--- src/rtl/result_uart_tx.sv ---
// result_uart_tx: on a rising edge of start, reads NUM_WORDS 16-bit words from a
// synchronous result buffer and sends each word as two 8N1 UART bytes (high byte
// first). busy covers the whole transfer; finish holds until start drops.
//
// Handshake: rd_en is a one-cycle read strobe with rd_addr valid in the same
// cycle; the buffer must present rd_data exactly one cycle later. There is no
// back-pressure. start is a level, and only its 0->1 transition seen in IDLE is
// acted upon.
module result_uart_tx #(
  parameter int CLKS_PER_BIT = 868,
  parameter int NUM_WORDS    = 16,
  parameter int ADDR_W       = 4
) (
  input  logic              clk,
  input  logic              rst,
  input  logic              start,
  output logic              rd_en,
  output logic [ADDR_W-1:0] rd_addr,
  input  logic [15:0]       rd_data,
  output logic              tx,
  output logic              busy,
  output logic              finish,
  output logic [2:0]        dbg_state
);

  localparam int BAUD_W = $clog2(CLKS_PER_BIT);
  localparam logic [BAUD_W-1:0] BAUD_LAST = BAUD_W'(CLKS_PER_BIT - 1);
  localparam logic [ADDR_W:0]   WORD_LAST = (ADDR_W + 1)'(NUM_WORDS - 1);

  typedef enum logic [2:0] {
    IDLE      = 3'd0,
    FETCH     = 3'd1,
    WAIT      = 3'd2,
    START_BIT = 3'd3,
    DATA      = 3'd4,
    STOP      = 3'd5,
    DONE      = 3'd6
  } state_t;

  state_t            state, state_n;
  logic              start_q;
  // armed goes high once start has been seen low, so a level held high through
  // reset release is never mistaken for a fresh request.
  logic              armed, armed_n;
  logic [BAUD_W-1:0] baud, baud_n;
  logic [2:0]        bit_idx, bit_idx_n;
  logic              hi_byte, hi_byte_n;
  logic [ADDR_W:0]   word_idx, word_idx_n;
  logic [15:0]       shreg, shreg_n;
  logic              tx_n, busy_n, finish_n, rd_en_n;
  logic [ADDR_W-1:0] rd_addr_n;
  logic [7:0]        cur_byte_n;
  logic              trigger;

  assign dbg_state = state;
  assign trigger   = start & ~start_q & armed;

  // State and registered outputs; every output line comes straight from a flop.
  always_ff @(posedge clk or posedge rst) begin
    if (rst) begin
      state    <= IDLE;
      start_q  <= 1'b0;
      armed    <= 1'b0;
      baud     <= '0;
      bit_idx  <= '0;
      hi_byte  <= 1'b0;
      word_idx <= '0;
      shreg    <= '0;
      tx       <= 1'b1;
      busy     <= 1'b0;
      finish   <= 1'b0;
      rd_en    <= 1'b0;
      rd_addr  <= '0;
    end else begin
      state    <= state_n;
      start_q  <= start;
      armed    <= armed_n;
      baud     <= baud_n;
      bit_idx  <= bit_idx_n;
      hi_byte  <= hi_byte_n;
      word_idx <= word_idx_n;
      shreg    <= shreg_n;
      tx       <= tx_n;
      busy     <= busy_n;
      finish   <= finish_n;
      rd_en    <= rd_en_n;
      rd_addr  <= rd_addr_n;
    end
  end

  // Next-state logic plus the next values of all registered outputs.
  always_comb begin
    state_n    = state;
    armed_n    = armed | ~start;
    baud_n     = baud;
    bit_idx_n  = bit_idx;
    hi_byte_n  = hi_byte;
    word_idx_n = word_idx;
    shreg_n    = shreg;
    busy_n     = busy;
    finish_n   = finish;

    case (state)
      IDLE: begin
        if (trigger) begin
          word_idx_n = '0;
          busy_n     = 1'b1;
          state_n    = FETCH;
        end
      end
      FETCH: state_n = WAIT;
      WAIT: begin
        shreg_n   = rd_data;
        hi_byte_n = 1'b1;
        baud_n    = '0;
        state_n   = START_BIT;
      end
      START_BIT: begin
        if (baud == BAUD_LAST) begin
          baud_n    = '0;
          bit_idx_n = '0;
          state_n   = DATA;
        end else begin
          baud_n = baud + 1'b1;
        end
      end
      DATA: begin
        if (baud == BAUD_LAST) begin
          baud_n = '0;
          if (bit_idx == 3'd7) state_n = STOP;
          else bit_idx_n = bit_idx + 1'b1;
        end else begin
          baud_n = baud + 1'b1;
        end
      end
      STOP: begin
        if (baud == BAUD_LAST) begin
          baud_n = '0;
          if (hi_byte) begin
            hi_byte_n = 1'b0;
            state_n   = START_BIT;
          end else begin
            word_idx_n = word_idx + 1'b1;
            if (word_idx != WORD_LAST) begin
              state_n = FETCH;
            end else begin
              busy_n   = 1'b0;
              finish_n = 1'b1;
              state_n  = DONE;
            end
          end
        end else begin
          baud_n = baud + 1'b1;
        end
      end
      DONE: begin
        if (!start) begin
          finish_n = 1'b0;
          state_n  = IDLE;
        end
      end
      default: state_n = IDLE;
    endcase

    // Outputs are derived from the state being entered so they line up with it.
    rd_en_n    = (state_n == FETCH);
    rd_addr_n  = (state_n == FETCH) ? word_idx_n[ADDR_W-1:0] : rd_addr;
    cur_byte_n = hi_byte_n ? shreg_n[15:8] : shreg_n[7:0];
    case (state_n)
      START_BIT: tx_n = 1'b0;
      DATA:      tx_n = cur_byte_n[bit_idx_n];
      default:   tx_n = 1'b1;
    endcase
  end

endmodule

--- config.mk ---
export PLATFORM = sky130hd
export DESIGN_NAME = result_uart_tx
export DESIGN_NICKNAME = d
export VERILOG_FILES = /design/src/rtl/result_uart_tx.sv
export SDC_FILE = /design/constraint.sdc
export NUM_CORES = 1
export LEC_CHECK = 0
export CORE_MARGIN = 5
export CORE_UTILIZATION = 55
export DETAILED_ROUTE_END_ITERATION = 6
export GPL_TIMING_DRIVEN = 0
export PLACE_DENSITY = 0.76
export REMOVE_ABC_BUFFERS = 1
export SETUP_SLACK_MARGIN = 0.1
export SLEW_MARGIN = 5
export SYNTH_ARGS = -nofsm -noshare
export SYNTH_HDL_FRONTEND = slang
export SYNTH_SLANG_ARGS = --single-unit
--- constraint.sdc ---
create_clock -name clk -period 2.8 [get_ports clk]
set_input_delay 0.56 -clock clk [delete_from_list [all_inputs] [get_ports clk]]
set_output_delay 0.56 -clock clk [all_outputs]
set_load 0.02 [all_outputs]
* Word level (Yosys, flattened, before mapping)
Cells that the tools add are included.
** Word-level totals
- Register bits after elaboration :: 48
- Input port bits :: 19
- Output and inout port bits :: 11
- Logic and storage cells :: 84
** Operators by class
- $add $sub $neg :: 3
- Magnitude comparators :: 1
- Equality and inequality tests :: 17
- Muxes and demuxes :: 36
- Bitwise operators :: 5
- Reduce and logical (&&, ||, !) cells :: 8
** Operators with widths (count)
- $mux 3 :: 11
- $pmux 3 s7 :: 1
- $pmux 10 s2 :: 1
- $mux 16 :: 1
- $eq 3x3->1 const B :: 5
- $mux 5 :: 3
- $add 10x1->10 const B :: 1
- $eq 10x10->1 const B :: 1
- $mux 1 :: 10
- $mux 10 :: 1
- $ne 2x2->1 const B :: 5
- $pmux 5 s2 :: 1
- $reduce_and 5->1 :: 2
- $eq 3x2->1 const B :: 3
- $mux 8 :: 1
- $pmux 1 s2 :: 4
- $eq 3x1->1 const B :: 2
- $pmux 3 s2 :: 1
- $reduce_bool 2->1 :: 3
- $add 5x1->5 const B :: 1
- $ne 5x4->1 const B :: 1
- $lt 3x4->1 const B :: 1
- $reduce_and 4->1 :: 1
- $add 3x1->3 const B :: 1
- 6 further kinds :: 8

* Depth between registers and ports, before layout
Gate-level depths: netlist of the first run.
- Depth after elaboration :: 7
- Mapped depth :: 11
- Depth with buffers taken out :: 9

* Worst setup path after synthesis of the first run
No wires, ideal clock.
- Path type :: reg2reg
- Start :: reg baud[0]
- End :: reg rd_addr[0]
- Library setup time :: 0.125 ns
- Arrival :: 2.030 ns
- Required time :: 2.675 ns
- Setup slack :: 0.645 ns
- Stages on the path, launching flop included :: 9
- Buffers on the path :: 1
- Path through :: dfrtp_1 -> ha_1 -> nor3b_1 -> and3_1 -> buf_6 -> o22ai_1 -> a21o_1 -> nor3b_4 -> mux2_2
** Between the ends
- Cells in the longest elaborated chain, start to end :: 4
** RTL lines
- start, declared :: RTL line 45 : logic [BAUD_W-1:0] baud, baud_n;
- start signal, assigned :: RTL line 78 : baud <= baud_n;
- $eq 10x10->1 (*) :: RTL line 119, 128, 137
- $mux 3, on equally long branches :: RTL line 137, 119, 128
- $pmux 3 s7 (*) :: RTL line 103 : case (state)
- via state_n[1] :: RTL line 40 : state_t state, state_n;
- $eq 3x1->1 (*)
- via rd_en_n :: RTL line 50 : logic tx_n, busy_n, finish_n, rd_en_n;
- end signal, assigned :: RTL line 87 : rd_addr <= rd_addr_n;
- end, declared :: RTL line 18 : output logic [ADDR_W-1:0] rd_addr,
The timed path passes the listed nets; every way through them passes the cells marked *. The select of a mux whose other input is x is not followed.
A chain may end at the register's enable or synchronous reset.

* Worst setup path in the final report of the first run
- Start :: reg baud[0]
- End :: reg rd_addr[3]
The elaborated chain is that of the path after synthesis.

==> results of run 1 <==
==> logic make-up after synthesis <==
logic type,Yosys count
mux,24
flops,48
buf+inv,11
simple gates,70
compound gates,54
fa+ha+maj,5
xor+xnor,3
==> worst register-to-register path: stages, from the launching register on <==
cell and delay [ps]:
dfrtp_1 410, ha_1 240, nor3b_1 260, and3_2 360
a21oi_1 90, o21ai_0 170, o21ai_1 160, nor3b_4 340
mux2_2 380
==> repair_timing <==
item                       4_1_cts  5_1_grt
setup endpoints to repair        0        5
hold buffers                     0        0
resized for setup                0        2
hold endpoints to repair         0        0
==> where the power goes <==
group          leakage (uW)  switching (uW)  total, uW  internal, uW
clock             0.0000614             233        525           292
combinational      0.000577            18.3       43.4          25.1
sequential         0.000598           0.174        693           693
total               0.00124             251       1260          1010
==> metal layers <==
layer	global-route usage	share of wire	wire length (um)	vias up
met4	0.0466	0.0078	36	0
li1	-	-	-	850
met3	0.0317	0.047	216	6
met5	0	0	0	-
met2	0.276	0.48	2210	38
met1	0.254	0.47	2140	814
==> stage by stage <==
step | hold slack [ps] | util | std cells
floorplan | 436 | - | 209
global placement | 460 | 0.631 | 290
detailed placement | 472 | 0.635 | 291
CTS | 494 | 0.664 | 299
global route | 504 | 0.664 | 299
finish | 496 | 0.664 | 299
==> final timing paths <==
check | from | endpoint | slack [ps]
min in group asynchronous | rst | word_idx[3]$_DFF_PP0_ | 540
worst min register to register | armed$_DFF_PP0_ | armed$_DFF_PP0_ | 500
worst min-delay path | armed$_DFF_PP0_ | armed$_DFF_PP0_ | 500
worst max-delay path | baud[0]$_DFFE_PP0P_ | rd_addr[3]$_DFFE_PP0N_ | 290
worst max register to register | baud[0]$_DFFE_PP0P_ | rd_addr[3]$_DFFE_PP0N_ | 290
max in group asynchronous | rst | tx$_DFF_PP1_ | 1720
==> synthesized netlist by cell type, types with 3 or more instances <==
cell type	n	area [um^2]
dfrtp_1	47	1180
mux2_2	20	225
nand2_1	18	67.6
o21ai_0	17	85.1
nand3_1	10	50.1
nor2_1	9	33.8
a21oi_1	8	40.0
o211ai_1	8	60.1
and3_1	5	31.3
ha_1	5	62.6
inv_1	5	18.8
nand2b_1	5	31.3
mux2i_1	4	40.0
nand3b_1	4	30.0
nand4_1	4	25.0
nor2b_1	4	25.0
a21o_1	3	22.5
buf_2	3	15.0
o21ai_1	3	15.0
==> layout by cell type, fill, tap and decap left out, types with 5 or more instances in the layout <==
| cell type | synthesis | routed |
|---|---|---|
| o21ai_0 | 17 | 17 |
| nand3_1 | 10 | 10 |
| nor2_1 | 9 | 9 |
| dfrtp_1 | 47 | 47 |
| nand2_1 | 18 | 18 |
| nand2b_1 | 5 | 5 |
| o211ai_1 | 8 | 8 |
| ha_1 | 5 | 5 |
| mux2_2 | 20 | 20 |
| a21oi_1 | 8 | 8 |
| clkbuf_8 | 0 | 6 |
| clkdlybuf4s50_1 | 0 | 29 |
==> area by class of cell <==
type / count / area, um^2
inverters: 5 / 18.8
flip-flops and latches: 48 / 1200
well taps: 52 / 65.1
clock inverters: 2 / 38.8
fillers: 348 / 1430
clock buffers: 6 / 82.6
multi-input cells: 156 / 1110
repair buffers: 30 / 310
==> registers in the layout (all words and copies together), names as in the netlist <==
register and cells:
shreg 16, baud 10, word_idx 5, rd_addr 4, bit_idx 3, dbg_state 3
armed 1, busy 1, finish 1, hi_byte 1, rd_en 1, start_q 1
tx 1
==> flow_summary_export.csv, run 1 <==
group,metric,value,unit
grt,grt_pass1_wl,7810,um
cells_and_area,area_growth_syn_to_layout,19.1,%
sta,rsz0062_at_grt,"false",
synth,synthAdderAreaFrac,0.0263,
place,io_buffers,29,
setup_path,cp_max_fo,10,
cells_and_area,antenna_cells,0,
drt,drc,0,
drt,wire_per_inst,15.4,um
sta,hold_viol,0,
floorplan,die_area,5740,um^2
synth,synth-simple-area-share,0.167,
synth,ys.flop_type,"dfrtp_1",
grt,grt_max_degree,34,
synth,ys_seq_area_frac,0.506,
worst_hold_path,hp-class,"flip-flop to flip-flop",
drt,dr.pass1.iters,4,
place,place_area,2710,um^2
setup_path,max_stage_delay,410,ps
power_and_ir_drop,p_per_area,445,nW/um^2
sta,layout_min_cycle_time,2510,ps
worst_hold_path,hold_depth,1,
synth,ys_warn_count,0,
floorplan,initial_core_util,0.558,
drt,wirelength,4600,um
clock_network,cts_sinks,48,
place,hpwl,3260,um
synth,synth-edff-count,0,
clock_network,htree_levels,2,
floorplan,io-pin-count,30,
power_and_ir_drop,ir_drop,0.280,mV
sta,setup_violations,0,
floorplan,die_h,75.8,um
synth,synth.distinct_cells,46,
cells_and_area,final_nets,270,
synth,synth-async-reset-ratio,1.00,
drt,drt_iter0_drc,66,
grt,grt_antenna_before_repair,0,
setup_path,start_kind,"flip-flop",
clock_network,path_clk_slew,90,ps
synth,syn_avg_cell_area,11.1,um^2
drt,dr_total_vias,1708,
power_and_ir_drop,total_power,1260,uW
place,place_congestion,0.813,
clock_network,numCtsBuffers,5,
sta,fin_ws,292,ps
synth,syn_area,2380,um^2
grt,grt-ovfl-total,0,
setup_path,cp_top_family,"simple AND/OR/NAND/NOR gates",
cells_and_area,drive_above_1_share,0.166,
synth,synth-xor-area-share,0.0110,
synth,synth_cells,215,
sta,worstMarginPinSlew,677,ps
place,dp_slack,184,ps
setup_path,reg2regPathDepth,8,
clock_network,clock_path_buffers,2,
sta,final.setup.tns,0,ps
setup_path,critPathKind,"flip-flop to flip-flop",
sta,slew-limit-headroom,0.547,
cells_and_area,fin_area,2830,um^2
grt,track_usage,0.177,
clock_network,cts_tree,"yes",
grt,first_global_vias,1634,
floorplan,die_w,75.8,um
setup_path,arrival,2700,ps
synth,synth_top_family_by_area,"simple AND/OR/NAND/NOR gates",
sta,skew,9.34,ps
sta,drv_slew,0,
clock_network,post-cts-setup-buffers,0,
power_and_ir_drop,power_leakage,0.00124,uW
sta,layout_worst_path_cycle_share,0.896,
flow_run,max_cap_violations,0,
setup_path,worst_path_max_delay_cell,"dfrtp_1",
clock_network,root_buffer,"clkbuf_8",
synth,synth-compound-area-share,0.152,
drt,vias_per_cell,5.71,
setup_path,cp-end-kind,"flip-flop",
sta,fmax,399,MHz
setup_path,cp_num_buf_inv,0,
drt,ant_nets,0,
clock_network,clock_latency,300,ps
floorplan,core-area,4260,um^2
floorplan,num_rows,24,
run_status,status,"completed",
setup_path,path_depth,8,
synth,synthMuxAreaShare,0.112,
setup_path,cp.required,2990,ps
synth,ys_ff_latch,48,
setup_path,path_cells,"ha_1 -> nor3b_1 -> and3_2 -> a21oi_1 -> o21ai_0 -> o21ai_1 -> nor3b_4 -> mux2_2",
Power figures use the tool's default switching activity.
==> run 2, diff against run 1 <==
--- a/config.mk
+++ b/config.mk
@@ -14,2 +14,3 @@
 export SETUP_SLACK_MARGIN = 0.1
+export SKIP_LAST_GASP = 1
 export SLEW_MARGIN = 5
==> constraint.sdc (replaced) <==
create_clock -name clk -period 2.8 [get_ports clk]
set_input_delay 0.28 -clock clk [delete_from_list [all_inputs] [get_ports clk]]
set_output_delay 0.28 -clock clk [all_outputs]
set_load 0.02 [all_outputs]
==> results of run 2 <==
Same layout as run 1 (identical final DEF). Status: completed.
Among the figures that moved: hold slack 496 ps -> 258 ps
